## config.mk

```make
export PLATFORM = sky130hd
export DESIGN_NAME = alarm_field
export DESIGN_NICKNAME = d
export VERILOG_FILES = /design/src/rtl/alarm_field.sv
export SDC_FILE = /design/constraint.sdc
export NUM_CORES = 1
export LEC_CHECK = 0
export CORE_ASPECT_RATIO = 1.2
export CORE_UTILIZATION = 45
export DETAILED_ROUTE_END_ITERATION = 12
export PLACE_DENSITY = 0.72
export SYNTH_ARGS = -nofsm -noshare
export SYNTH_HDL_FRONTEND = slang
export SYNTH_SLANG_ARGS = --single-unit
export TNS_END_PERCENT = 50
```

## constraint.sdc

```tcl
create_clock -name clock -period 4.85 [get_ports clock]
set_clock_uncertainty 0.2 [all_clocks]
set_input_delay 0.97 -clock clock [delete_from_list [all_inputs] [get_ports clock]]
set_output_delay 0.97 -clock clock [all_outputs]
set_load 0.02 [all_outputs]
```

## src/rtl/alarm_field.sv

```systemverilog
// Modulo-(MAX_VAL+1) settable alarm field: button press/hold/auto-repeat stepping,
// direct clamped load, one-cycle wrap pulses and a registered alarm-match flag.
module alarm_field #(
    parameter int WIDTH      = 6,
    parameter int MAX_VAL    = 59,
    parameter int HOLD_CYC   = 6,
    parameter int REPEAT_CYC = 2
) (
    input  logic             clock,
    input  logic             reset,
    input  logic             enable,
    input  logic             inc_btn,
    input  logic             dec_btn,
    input  logic             load,
    input  logic [WIDTH-1:0] load_val,
    input  logic             arm,
    input  logic [WIDTH-1:0] time_val,
    output logic [WIDTH-1:0] count,
    output logic             wrap_up,
    output logic             wrap_dn,
    output logic             match
);

    localparam int CMAX = (HOLD_CYC > REPEAT_CYC) ? HOLD_CYC : REPEAT_CYC;
    localparam int CW   = $clog2(CMAX + 1);
    localparam logic [WIDTH-1:0] MAX_V    = WIDTH'(MAX_VAL);
    localparam logic [CW-1:0]    HOLD_C   = CW'(HOLD_CYC);
    localparam logic [CW-1:0]    REPEAT_C = CW'(REPEAT_CYC);

    typedef enum logic [1:0] {IDLE, HOLD, REPEAT} state_t;

    state_t        r_state, w_state_nxt;
    logic          r_dir_up, w_dir_up_nxt;
    logic          r_inc_q, r_dec_q;
    logic [CW-1:0] r_cnt, w_cnt_nxt, w_cnt_inc;
    logic          w_step, w_step_up, w_step_dn;
    logic          w_only_inc, w_only_dec, w_held;

    assign w_only_inc = inc_btn & ~dec_btn;
    assign w_only_dec = dec_btn & ~inc_btn;
    assign w_held     = r_dir_up ? w_only_inc : w_only_dec;
    assign w_cnt_inc  = r_cnt + 1'b1;

    // Button history keeps sampling through reset so a button held across
    // reset release is not mistaken for a fresh press.
    always_ff @(posedge clock) begin
        r_inc_q <= inc_btn;
        r_dec_q <= dec_btn;
        if (!reset) begin
            r_state  <= IDLE;
            r_cnt    <= '0;
            r_dir_up <= 1'b0;
        end else begin
            r_state  <= w_state_nxt;
            r_cnt    <= w_cnt_nxt;
            r_dir_up <= w_dir_up_nxt;
        end
    end

    always_comb begin
        w_state_nxt  = r_state;
        w_cnt_nxt    = r_cnt;
        w_dir_up_nxt = r_dir_up;
        w_step       = 1'b0;
        if (load || !enable) begin
            w_state_nxt = IDLE;
            w_cnt_nxt   = '0;
        end else begin
            case (r_state)
                IDLE: begin
                    if (w_only_inc && !r_inc_q) begin
                        w_state_nxt  = HOLD;
                        w_cnt_nxt    = '0;
                        w_dir_up_nxt = 1'b1;
                        w_step       = 1'b1;
                    end else if (w_only_dec && !r_dec_q) begin
                        w_state_nxt  = HOLD;
                        w_cnt_nxt    = '0;
                        w_dir_up_nxt = 1'b0;
                        w_step       = 1'b1;
                    end
                end
                HOLD, REPEAT: begin
                    if (!w_held) begin
                        w_state_nxt = IDLE;
                        w_cnt_nxt   = '0;
                    end else if (w_cnt_inc == ((r_state == HOLD) ? HOLD_C : REPEAT_C)) begin
                        w_state_nxt = REPEAT;
                        w_cnt_nxt   = '0;
                        w_step      = 1'b1;
                    end else begin
                        w_cnt_nxt = w_cnt_inc;
                    end
                end
                default: begin
                    w_state_nxt = IDLE;
                    w_cnt_nxt   = '0;
                end
            endcase
        end
    end

    always_comb begin
        w_step_up = w_step & w_dir_up_nxt;
        w_step_dn = w_step & ~w_dir_up_nxt;
    end

    always_ff @(posedge clock) begin
        if (!reset) begin
            count   <= '0;
            wrap_up <= 1'b0;
            wrap_dn <= 1'b0;
            match   <= 1'b0;
        end else begin
            wrap_up <= 1'b0;
            wrap_dn <= 1'b0;
            match   <= arm && (count == time_val);
            if (load) begin
                count <= (load_val > MAX_V) ? MAX_V : load_val;
            end else if (w_step_up) begin
                if (count == MAX_V) begin
                    count   <= '0;
                    wrap_up <= 1'b1;
                end else begin
                    count <= count + 1'b1;
                end
            end else if (w_step_dn) begin
                if (count == '0) begin
                    count   <= MAX_V;
                    wrap_dn <= 1'b1;
                end else begin
                    count <= count - 1'b1;
                end
            end
        end
    end

endmodule

```

* Word-level counts from Yosys, hierarchy flattened
Index checks and enable logic that the tools add are counted.
** Storage, ports and cells
- Input bits :: 19
- Bits in registers :: 17
- Output and inout bits :: 9
- Logic and storage cells :: 75
** Operators by class
- Magnitude comparators :: 1
- Equality and inequality tests :: 7
- Muxes and demuxes :: 30
- Add/sub/neg operators :: 3
- Bitwise logic cells :: 10
- Reductions and logical operators :: 15
** Operator list (count)
- 6-bit 2-to-1 mux :: 6
- 3-bit 2-to-1 mux :: 5
- 1-bit 2-to-1 mux :: 12
- 2-bit 2-to-1 mux :: 4
- 6-bit by 1-bit adder with 6-bit output (second input constant) :: 1
- 6-bit == test :: 1
- 6-bit == test (second input constant) :: 1
- 6-bit greater-than comparator (second input constant) :: 1
- 6-bit zero test :: 1
- 3-bit inequality test (second input constant) :: 2
- 1-bit NOT :: 6
- 3-bit one-hot mux with 2 select lines :: 1
- 6-bit by 1-bit subtractor with 6-bit output (second input constant) :: 1
- 1-bit bitwise AND :: 4
- 2-bit one-hot mux with 2 select lines :: 1
- 2-bit OR reduction :: 2
- 4-bit OR reduction :: 1
- 3-bit by 1-bit adder with 3-bit output (second input constant) :: 1
- 3-bit == test :: 1
- 1-bit logical AND :: 3
- 1-bit zero test :: 3
- 3-bit nonzero test :: 1
- 3-bit OR reduction :: 1
- 2-bit by 1-bit == test with 1-bit output (second input constant) :: 1
- 5 further kinds :: 5

* Longest topological paths before layout
Gate-level depths: netlist (run 1).
- Depth in word-level cells :: 12
- Mapped depth :: 7
- Depth with buffers taken out :: 7

* Worst setup path after synthesis (run 1)
OpenSTA, ideal clock, no wires.
- Path kind :: input-to-reg
- Start :: in dec_btn
- End :: reg count[2]
- Data arrival time :: 2.138 ns
- Buffers on the path :: 1
- Cell stages on the path :: 6
- Setup time :: 0.136 ns
- Setup slack :: 2.376 ns
- Data required time :: 4.514 ns
- Cell sequence :: nor3b_2 a31o_4 or2_1 buf_6 o311ai_2 a311oi_2
** Between the ends
- Cells in the longest elaborated chain, start to end :: 9
- Elaborated cells between the ends (all ways) :: 21
- Classes of those cells :: mux (12); bitwise (6); reduce/logical (3)
** Ends and longest elaborated chain
- start, declared :: RTL line 13 : input logic dec_btn,
- 1-bit bitwise AND / 1-bit NOT (equally long branches) :: RTL line 40, 39
- 1-bit logical AND / 1-bit bitwise AND (equally long branches) :: RTL line 76, 39
- 1-bit 2-to-1 mux, or another cell as far along :: RTL line 76 : end else if (w_only_dec && !r_dec_q) begin
- 1-bit 2-to-1 mux, on equally long branches :: RTL line 71, 84
- 1-bit one-hot mux with 2 select lines / 1-bit 2-to-1 mux (equally long branches) :: RTL line 69 : case (r_state)
- 1-bit 2-to-1 mux :: RTL line 65 : if (load || !enable) begin
- 1-bit bitwise AND / 1-bit NOT (equally long branches) :: RTL line 104, 105
- 6-bit 2-to-1 mux / 1-bit bitwise AND (equally long branches) :: RTL line 120, 105
- 6-bit 2-to-1 mux / 3-bit nonzero test (equally long branches)
- end signal, assigned :: RTL line 119 : count <= (load_val > MAX_V) ? MAX_V : load_val;
- end signal, assigned :: RTL line 125 : count <= count + 1'b1;
- end signal, assigned :: RTL line 132 : count <= count - 1'b1;
- end, declared :: RTL line 18 : output logic [WIDTH-1:0] count,
Parallel ways exist; a longest one is shown, timed or not.
A chain may end at the register's enable or synchronous reset.

* Worst setup path after layout (run 1)
- Start :: in load
- End :: reg count[2]
** Between the ends
- Cells in the longest elaborated chain, start to end :: 5
- Elaborated cells between the ends (all ways) :: 9
- Classes of those cells :: mux (4); bitwise (3); reduce/logical (2)
** Ends and longest elaborated chain
- start, declared :: RTL line 14 : input logic load,
- 1-bit logical OR :: RTL line 65
- 1-bit 2-to-1 mux :: RTL line 65
- 1-bit bitwise AND / 1-bit NOT (equally long branches) :: RTL line 104, 105
- 6-bit 2-to-1 mux / 1-bit bitwise AND (equally long branches) :: RTL line 120, 105
- 6-bit 2-to-1 mux / 3-bit nonzero test (equally long branches)
Parallel ways exist; a longest one is shown, timed or not.

==> results of run 1 <==
## critical path, cell delays in order
cell,delay (ps)
clkdlybuf4s50_1,640
nor2b_2,320
a31oi_1,210
or2_1,340
o311ai_2,320
a311oi_2,140
## area by class of cell
type                    instances  area, um^2  share of cell area, %
inverters                       8        30.0                   1.83
flip-flops and latches         17         340                   20.7
clock buffers                   3        22.5                   1.37
multi-input cells             122         930                   56.7
clock inverters                 1        5.00                  0.305
well taps                      34        42.5                   2.59
repair buffers                 27         270                   16.5
## sequential cells by signal, indices dropped and copies added (netlist names)
| name | flops |
|---|---|
| count | 6 |
| wrap_dn | 1 |
| match | 1 |
| r_state | 2 |
| r_dir_up | 1 |
| r_inc_q | 1 |
| r_cnt | 3 |
| wrap_up | 1 |
| r_dec_q | 1 |
## routing by layer
metal / part of all wire [%] / wire length (um) / global-route usage, % / vias up
met1: 42 / 1340 / 25.3 / 581
met2: 51 / 1620 / 39.3 / 37
met5: 0 / 0 / 0 / -
li1: - / - / - / 610
met3: 4.1 / 131 / 3.21 / 9
met4: 3.0 / 95 / 12.4 / 0
## cells in the mapped netlist, types with 2 or more instances
| library cell | n | share of area, % |
|---|---|---|
| a211oi_1 | 2 | 1.1 |
| nand3_1 | 5 | 1.9 |
| xor2_1 | 2 | 1.3 |
| o21a_1 | 5 | 2.8 |
| a31oi_1 | 3 | 1.4 |
| o21ai_0 | 6 | 2.3 |
| nor2b_1 | 2 | 0.94 |
| nand2_1 | 8 | 2.3 |
| nor4_1 | 2 | 0.94 |
| nor3b_2 | 3 | 2.8 |
| clkbuf_1 | 3 | 0.85 |
| inv_1 | 8 | 2.3 |
| dfxtp_1 | 17 | 26 |
| nor2_1 | 14 | 3.9 |
| o211ai_1 | 3 | 1.7 |
| nor3_1 | 8 | 3.0 |
| o2111ai_1 | 2 | 1.3 |
| nor3b_1 | 3 | 1.7 |
| a21oi_1 | 4 | 1.5 |
| ha_1 | 8 | 7.5 |
| xnor2_1 | 10 | 6.6 |
| nand2b_1 | 2 | 0.94 |
## logic make-up after synthesis
kind of cell,share of synthesized area [%]
xor+xnor,9.59
simple gates,26.2
compound gates,25.7
mux,0.846
flops,25.6
fa+ha+maj,7.52
buf+inv,4.60
## metrics by stage
step / hold slack [ps] / power (mW) / area, um^2 / instances / util [%]
after detailed placement: 302 / 0.259 / 1610 / 208 / 57.4
after CTS: 317 / 0.337 / 1640 / 212 / 58.3
after global routing: 319 / 0.352 / 1640 / 212 / 58.3
after floorplan: 258 / 0.222 / 1330 / 153 / -
after global placement: 280 / 0.257 / 1610 / 208 / 57.4
final: 322 / 0.337 / 1640 / 212 / 58.3
## final timing paths
path / slack (ps) / cells past startpoint / to
setup reg to reg: 2610 / 7 / count[5]
setup / recovery: 1890 / 6 / count[2]
hold reg to reg: 320 / 2 / r_cnt[2]
hold / removal: 320 / 2 / r_cnt[2]
## power breakdown
| part | leakage [nW] | internal [mW] | switching (mW) | total [mW] |
|---|---|---|---|---|
| Sequential | 0.139 | 0.145 | 0.0119 | 0.157 |
| Combinational | 0.452 | 0.0525 | 0.0470 | 0.0994 |
| Clock | 0.0177 | 0.0308 | 0.0501 | 0.0809 |
| Total | 0.609 | 0.228 | 0.109 | 0.337 |
==> metrics.md, run 1 <==
| Metric | Value |
|---|---|
| Ys flop type | `dfxtp_1` |
| Min-Delay Startpoint | `r_cnt[2]` |
| Clock latency on the worst-skew pair | `approximately 300 ps` |
| Unique masters post-synth | `55` |
| Total grt overflow | `0` |
| Syn Inst Count | `approximately 150` |
| Period utilization | `between 60% and 70%` |
| Setup WS post-layout | `1890 ps` |
| Antenna Cells | `0` |
| Setup TNS Final | `0 ps` |
| Yosys reg bits | `17` |
| Hold-fix buffers, CTS | `0` |
| Area of the die | `3180 um^2` |
| Critical Path AT | `just under 3000 ps` |
| Worst-Margin Slew | `546 ps` |
| Tot GR Track Use | `between 20 and 25%` |
| Pin count of the biggest net entering global routing | `16` |
| GP Congestion | `approximately 0.88` |
| CTS tree | `done` |
| Via/cell ratio | `roughly 6` |
| Post-cts sizing count | `0` |
| Leak pwr | `0.609 nW` |
| Initial antenna violation count | `0` |
| Avg Inst Size Synth | `between 8 and 9 um^2` |
| Syn nets | `180` |
| Post-synth EDFFs | `0` |
| Worst setup path start | `load` |
| First-pass GRT wire length | `5180 um` |
| Fraction of registers with async set or reset after synthesis | `0%` |
| Status | `finished, final reports clean` |
| Clock slew seen by the registers of the worst setup and hold paths | `around 110 ps` |
| Crit-path max FO | `15` |
| Pre-CTS WS | `1600 ps` |
| Fin crit period | `between 2000 and 3000 ps` |
| Synthesized area | `between 1000 and 1500 um^2` |
| Commonest non-fill, non-tap cell in the layout | `clkdlybuf4s50_1` |
| Die W | `between 50 and 60 um` |
| Yosys synthesis warning count | `0` |
| Commonest cells after routing, fill and taps aside | `27 x clkdlybuf4s50_1, 17 x dfxtp_1, 14 x nor2_1` |
| Fill cell count | `about 250` |
| Area of the core | `2810 um^2` |
| Rel. slew slack | `around 64%` |
| Via count | `between 1000 and 1500` |
| Kind of end point of the critical path | `flip-flop` |
| Antenna-violating nets left | `0` |
| WP data required | `4840 ps` |
| Row count | `21` |
| Post-CTS setup buffer count | `0` |
| Wirelength, routed | `3180 um` |
| Hold Vio Cnt, Final | `0` |
| Area growth from synthesis to layout | `23.2%` |
| IO buf count | `27` |
| Hold Crit Class | `reg -> reg` |
| H-tree depth | `1` |
| RSZ-0062 raised after global routing | `no` |
| Post-detailed-route wirelength per cell | `15.0 um` |
| Nets | `~210` |
| Peak supply drop | `0.000152 V` |
| Drt drc | `0` |
| CTS Buf Count | `3` |
| Detail Placement HPWL | `roughly 2500 um` |
| Final setup violation count | `0` |
| Ports | `28` |
| Initial core utilization | `about 47%` |
| RR Startpoint | `r_state[1]` |
| Starting DRT DRC Count | `39` |
| First-pass detailed-route iteration total | `4` |
| Pwr Density | `slightly above 200 nW/um^2` |
| FMAX | `roughly 340 MHz` |
| CTS Root Cell | `clkbuf_4` |
| Max-cap violations | `0` |
| Clk sinks | `17` |
| Die Y | `roughly 62 um` |
| Startpoint Class | `primary input` |
| CP Class | `in -> reg` |
| Final Max Slew Viols | `0` |
| Vias in the first global route | `roughly 1200` |
| Post-synthesis sequential area ratio | `between 20% and 30%` |
| Fraction of layout cells with a size suffix above 1 | `a little over a tenth` |
| Clock Path Buffers | `2` |
Note: power is estimated with default switching activity, not from simulation.
==> run 2, diff against run 1 <==
==> constraint.sdc (replaced) <==
create_clock -name clock -period 2.74 [get_ports clock]
set_clock_uncertainty 0.2 [all_clocks]
set_input_delay 0.548 -clock clock [delete_from_list [all_inputs] [get_ports clock]]
set_output_delay 0.548 -clock clock [all_outputs]
set_load 0.02 [all_outputs]
==> run 2 against run 1 <==
Net effect:
- die area is the same
- sequential share of layout area shrank 0.28 points
- combinational power is 82% higher
- largest cell class unchanged
- largest power group unchanged
- highest routed layer unchanged
==> metrics.md, run 2 (synthesized netlist as in run 1, its figures left out) <==
| Metric | Value |
|---|---|
| Status | `finished, final reports clean` |
| Sequential power share | `46.6% (about the same)` |
| Total grt overflow | `0 (unchanged)` |
| Post-placement cell count | `211 (+1.4%)` |
| Ports | `28 (unchanged)` |
| Initial antenna violation count | `0 (unchanged)` |
| Period utilization | `a little under nine tenths` |
| Setup WS post-layout | `394 ps (-1500 ps)` |
| Starting DRT DRC Count | `34 (-13%)` |
| Fraction of layout cells with a size suffix above 1 | `12.2% (+1.5 points)` |
| Startpoint Class | `primary input` |
| First-pass detailed-route iteration total | `4 (unchanged)` |
| Number of flip-flops in the largest register | `6 (unchanged)` |
| Design area | `1660 um^2 (+1.4%)` |
| Drt drc | `0 (unchanged)` |
| Clock latency on the worst-skew pair | `290 ps (about the same)` |
| Comb pwr share | `30.4% (+0.9 points)` |
| RSZ-0062 raised after global routing | `no` |
| Pwr Density | `358 nW/um^2 (+74%)` |
| Worst-Margin Slew | `524 ps (-21.8 ps)` |
| Switch Pwr | `189 uW (+73%)` |
| Clock Power Share | `23.0% (-1.0 points)` |
| Post-detailed-route wirelength per cell | `14.7 um (-2.4%)` |
| Final Max Slew Viols | `0 (unchanged)` |
| Leak pwr | `0.623 nW (+2.3%)` |
| Row count | `21 (unchanged)` |
| Via/cell ratio | `5.66 (-3.0%)` |
| Rel. slew slack | `64.9% (+1.4 points)` |
| H-tree depth | `1 (unchanged)` |
| Max incr delay on CP | `550 ps (-90 ps)` |
| Regs by FF count | `count (6), r_cnt (3), r_state (2)` |
| Non-filler cells, final | `215 (+1.4%)` |
| Via count | `1217 (-1.6%)` |
| Crit-path max FO | `8 (-7)` |
| Tot GR Track Use | `22.2% (+0.092 points)` |
| Antenna Cells | `0 (unchanged)` |
| Final setup violation count | `0 (unchanged)` |
| Peak supply drop | `0.000203 V (+34%)` |
| Placed inst area | `1640 um^2 (+1.4%)` |
| Detail Placement HPWL | `2480 um (+0.87%)` |
| CTS tree | `done` |
| Antenna-violating nets left | `0 (unchanged)` |
| Max-cap violations | `0 (unchanged)` |
| Post-cts sizing count | `0 (unchanged)` |
| Critical path, cell by cell | `clkdlybuf4s50_1, nor3b_2, o21ai_4, o31ai_2, nand3_1, a311oi_2` |
| Setup TNS Final | `0 ps (unchanged)` |
| Area growth from synthesis to layout | `24.9%` |
| Commonest cells after routing, fill and taps aside | `27 x clkdlybuf4s50_1, 17 x dfxtp_1, 14 x nor2_1` |
| Area of the die | `3180 um^2 (unchanged)` |
| Bufs and invs on worst path | `1 (unchanged)` |
| Kind of end point of the critical path | `flip-flop` |
| WP data required | `2750 ps (-2090 ps)` |
| Clk sinks | `17 (unchanged)` |
| Internal power | `407 uW (+79%)` |
| Initial core utilization | `47.4% (unchanged)` |
| Most flop-heavy register | `count` |
| First-pass GRT wire length | `5220 um (+0.68%)` |
| Area of the core | `2810 um^2 (unchanged)` |
| Die Y | `61.6 um (unchanged)` |
| CP max stage cell | `clkdlybuf4s50_1` |
| CTS Root Cell | `clkbuf_4` |
| Critical path's top delay family | `compound AO/OA/AOI/OAI gates` |
| Wirelength, routed | `3150 um (-1.0%)` |
| Hold Crit Class | `reg -> reg` |
| Post-CTS setup buffer count | `0 (unchanged)` |
| Clock slew seen by the registers of the worst setup and hold paths | `110 ps (about the same)` |
| Pin count of the biggest net entering global routing | `15 (-1)` |
| Hold-fix buffers, CTS | `0 (unchanged)` |
| Fin crit period | `approximately 2300 ps` |
| Die W | `51.7 um (unchanged)` |
| IO buf count | `27 (unchanged)` |
| Critical Path AT | `2350 ps (-590 ps)` |
| Post-route total power | `596 uW (+77%)` |
| Sw Share | `31.6% (-0.66 points)` |
| Nets | `209 (+1.5%)` |
| Commonest non-fill, non-tap cell in the layout | `clkdlybuf4s50_1` |
| Util after Layout | `59.1% (+0.80 points)` |
| Fin Hold WS | `303 ps (-19.4 ps)` |
| Vias in the first global route | `1172 (-1.6%)` |
| GP Congestion | `0.937 (+6.8%)` |
| Pre-CTS WS | `78.7 ps (-1520 ps)` |
| CP Class | `in -> reg` |
| CTS Buf Count | `3 (unchanged)` |
| Clock Path Buffers | `2 (unchanged)` |
| FMAX | `426 MHz` |
| Hold Vio Cnt, Final | `0 (unchanged)` |
## run 2: cell count changes in the layout (fill, tap and decap cells not counted)
cell,previous run,this run
buf_4,0,3
## run 2: power groups by stage
stage	Clock (mW)	Sequential (mW)	Combinational (mW)
3_3_place_gp	0	0.283	0.177
5_1_grt	0.152	0.280	0.198
6_report	0.137	0.277	0.181
4_1_cts	0.143	0.278	0.181
3_5_place_dp	0	0.283	0.179
2_1_floorplan	0	0.279	0.114
## run 2: layer usage
layer	up-vias	GRT usage (%)	part of all wire [%]
met5	-	0	0
met4	0	9.65	1.6
met3	4	2.96	3.9
met2	31	42.7	52
met1	566	24.1	42
li1	616	-	-
## run 2: tightest hold or removal path, delay by kind of cell (launching register included)
kind	cells	cell delay (ps)
flops	1	340
compound gates	2	130
## run 2: area by class of cell
cell class / instances / area [um^2]
fillers: 253 / 1150
multi-input cells: 122 / 930
clock inverters: 1 / 5.00
well taps: 34 / 42.5
clock buffers: 3 / 22.5
inverters: 8 / 30.0
repair buffers: 30 / 293
flip-flops and latches: 17 / 340
## run 2: path summary, 6_finish.rpt
| path | to | cells after the start | from | slack (ps) |
|---|---|---|---|---|
| setup / recovery | count[2] | 6 | dec_btn | 390 |
| hold / removal | r_cnt[2] | 2 | r_cnt[2] | 300 |
| setup reg to reg | count[5] | 7 | r_state[1] | 480 |
| hold reg to reg | r_cnt[2] | 2 | r_cnt[2] | 300 |
==> run 3, diff against run 2 <==
--- a/config.mk
+++ b/config.mk
@@ -9,6 +9,7 @@
 export CORE_UTILIZATION = 45
 export DETAILED_ROUTE_END_ITERATION = 12
 export PLACE_DENSITY = 0.72
+export REMOVE_ABC_BUFFERS = 1
 export SYNTH_ARGS = -nofsm -noshare
 export SYNTH_HDL_FRONTEND = slang
 export SYNTH_SLANG_ARGS = --single-unit
==> constraint.sdc (replaced) <==
create_clock -name clock -period 2.7 [get_ports clock]
set_clock_uncertainty 0.2 [all_clocks]
set_input_delay 0.54 -clock clock [delete_from_list [all_inputs] [get_ports clock]]
set_output_delay 0.54 -clock clock [all_outputs]
set_load 0.02 [all_outputs]
==> run 3 against run 2 <==
Net effect:
- critical path depth unchanged
- die area unchanged
- largest cell class unchanged
- worst setup slack worse by 34 ps
- first-iteration DRC count down 44%
- clock power up 5%
- global-route usage up 1.2 points
- non-clock buffer count up 4
- flip-flop and latch count unchanged
- sequential power about the same
- worst hold slack better by 8.1 ps
- cell area up 1.8%
- combinational power up 5%
==> metrics.md, run 3 (synthesized netlist as in run 1, its figures left out) <==
| Metric | Value |
|---|---|
| First-pass detailed-route iteration total | `4 (unchanged)` |
| Fill cell count | `273 (+7.9%)` |
| Drt drc | `0 (unchanged)` |
| Worst setup path start | `dec_btn` |
| Fraction of layout cells with a size suffix above 1 | `14.1% (+1.9 points)` |
| Worst-Margin Slew | `485 ps (-39.8 ps)` |
| Pin count of the biggest net entering global routing | `15 (unchanged)` |
| Tot GR Track Use | `23.3% (+1.2 points)` |
| Final Max Slew Viols | `0 (unchanged)` |
| FMAX | `about 430 MHz` |
| Total grt overflow | `0 (unchanged)` |
| GP Congestion | `0.919 (-1.9%)` |
| Leak pwr | `0.643 nW (+3.3%)` |
| Area growth from synthesis to layout | `27.2%` |
| Status | `finished, final reports clean` |
| Critical path, cell by cell | `clkdlybuf4s50_1, nor3b_2, o21ai_4, o41ai_4, o21ai_0, o2bb2ai_1` |
| Setup TNS Final | `0 ps (unchanged)` |
| H-tree depth | `1 (unchanged)` |
| Fin crit period | `~2300 ps` |
| Fin Hold WS | `311 ps (+8.15 ps)` |
| Starting DRT DRC Count | `19 (-44%)` |
| RSZ-0062 raised after global routing | `no` |
| Via count | `1241 (+2.0%)` |
| Min-Delay Startpoint | `r_cnt[2]` |
| Max-cap violations | `0 (unchanged)` |
| CTS Root Cell | `clkbuf_4` |
| Ports | `28 (unchanged)` |
| Commonest cells after routing, fill and taps aside | `27 x clkdlybuf4s50_1, 17 x dfxtp_1, 14 x nor2_1` |
| Internal power | `416 uW (+2.2%)` |
| Max incr delay on CP | `560 ps (about the same)` |
| Regs by FF count | `count (6), r_cnt (3), r_state (2)` |
| Clock Path Buffers | `2 (unchanged)` |
| CP Class | `in -> reg` |
| Startpoint Class | `primary input` |
| Die W | `51.7 um (unchanged)` |
| Rel. slew slack | `67.6% (+2.7 points)` |
| Bufs and invs on worst path | `1 (unchanged)` |
| Setup WS post-layout | `360 ps (-34.2 ps)` |
| Die Y | `61.6 um (unchanged)` |
| Wirelength, routed | `3260 um (+3.6%)` |
| Crit-path max FO | `8 (unchanged)` |
| RR Startpoint | `r_state[1]` |
| Clk sinks | `17 (unchanged)` |
| Switch Pwr | `197 uW (+4.2%)` |
| Clock Power Share | `23.4% (+0.4 points)` |
| Hold Vio Cnt, Final | `0 (unchanged)` |
| Peak supply drop | `0.000274 V (+35%)` |
| Number of flip-flops in the largest register | `6 (unchanged)` |
| Area of the die | `3180 um^2 (unchanged)` |
| Row count | `21 (unchanged)` |
| Hold-fix buffers, CTS | `0 (unchanged)` |
| Most flop-heavy register | `count` |
| Nets | `213 (+1.9%)` |
| Period utilization | `between 80% and 90%` |
| Final setup violation count | `0 (unchanged)` |
| Via/cell ratio | `5.67 (+0.11%)` |
| CTS tree | `done` |
| Critical path's top delay family | `compound AO/OA/AOI/OAI gates` |
| Vias in the first global route | `1252 (+6.8%)` |
| Detail Placement HPWL | `2550 um (+2.6%)` |
| Pwr Density | `362 nW/um^2 (+1.1%)` |
| Kind of end point of the critical path | `flip-flop` |
| Initial core utilization | `47.4% (unchanged)` |
| Area of the core | `2810 um^2 (unchanged)` |
| First-pass GRT wire length | `5460 um (+4.8%)` |
| Sw Share | `32.1% (+0.42 points)` |
| Commonest non-fill, non-tap cell in the layout | `clkdlybuf4s50_1` |
| Clock slew seen by the registers of the worst setup and hold paths | `100 ps (about the same)` |
| Post-CTS setup buffer count | `0 (unchanged)` |
| IO buf count | `27 (unchanged)` |
| Post-cts sizing count | `0 (unchanged)` |
| Pre-CTS WS | `56.8 ps (-21.9 ps)` |
| WP data required | `2700 ps (-50 ps)` |
| Sequential power share | `45.6% (-1.0 points)` |
| Comb pwr share | `31.0% (+0.6 points)` |
| Antenna-violating nets left | `0 (unchanged)` |
| CP max stage cell | `clkdlybuf4s50_1` |
| CTS Buf Count | `3 (unchanged)` |
| Clock latency on the worst-skew pair | `300 ps (about the same)` |
| Critical Path AT | `2340 ps (about the same)` |
| Antenna Cells | `0 (unchanged)` |
| Post-detailed-route wirelength per cell | `14.9 um (+1.7%)` |
| Hold Crit Class | `reg -> reg` |
| Initial antenna violation count | `0 (unchanged)` |
-- run 3: changes by cell type in the layout (fill, tap and decap cells not counted) --
cell and delta:
buf_4 +4
-- run 3: cell type report --
cell class / instances / area, um^2 / area share, %
Clock buffer: 3 / 22.5 / 1.33
Clock inverter: 1 / 5.00 / 0.296
Inverter: 8 / 30.0 / 1.77
Multi-Input combinational cell: 122 / 930 / 54.9
Sequential cell: 17 / 340 / 20.1
Tap cell: 34 / 42.5 / 2.51
Timing Repair Buffer: 34 / 323 / 19.1
-- run 3: routing by layer --
metal / up-vias / global-route usage [%] / share of wire, %
li1: 621 / - / -
met2: 29 / 44.9 / 52
met3: 7 / 1.73 / 2.9
met1: 584 / 25.6 / 43
met5: - / 0 / 0
met4: 0 / 12.0 / 2.1
-- run 3: path summary, 6_finish.rpt --
check             end  slack [ps]  depth (start not counted)
max          count[5]         360                          6
min          r_cnt[2]         310                          2
max reg2reg  count[5]         380                          7
min reg2reg  r_cnt[2]         310                          2
-- run 3: power by group through the flow --
stage / Clock, mW / Sequential, mW / Combinational [mW]
after CTS: 0.148 / 0.280 / 0.190
after global routing: 0.156 / 0.282 / 0.208
final: 0.144 / 0.279 / 0.190
after global placement: 0 / 0.284 / 0.184
after detailed placement: 0 / 0.285 / 0.188
after floorplan: 0 / 0.291 / 0.102
-- run 3: through the flow --
| stage | total power, mW | util, % | cell area (um^2) | cells |
|---|---|---|---|---|
| final | 0.613 | 60.2 | 1690 | 219 |
| after global routing | 0.645 | 60.2 | 1690 | 219 |
| after CTS | 0.618 | 60.2 | 1690 | 219 |
| after detailed placement | 0.474 | 59.2 | 1670 | 215 |
| after global placement | 0.469 | 59.2 | 1670 | 215 |
| after floorplan | 0.393 | - | 1300 | 147 |
-- run 3: tightest hold or removal path: stages (launching register included) --
cell	delay (ps)
dfxtp_1	340
o21ai_0	70
a21oi_1	60
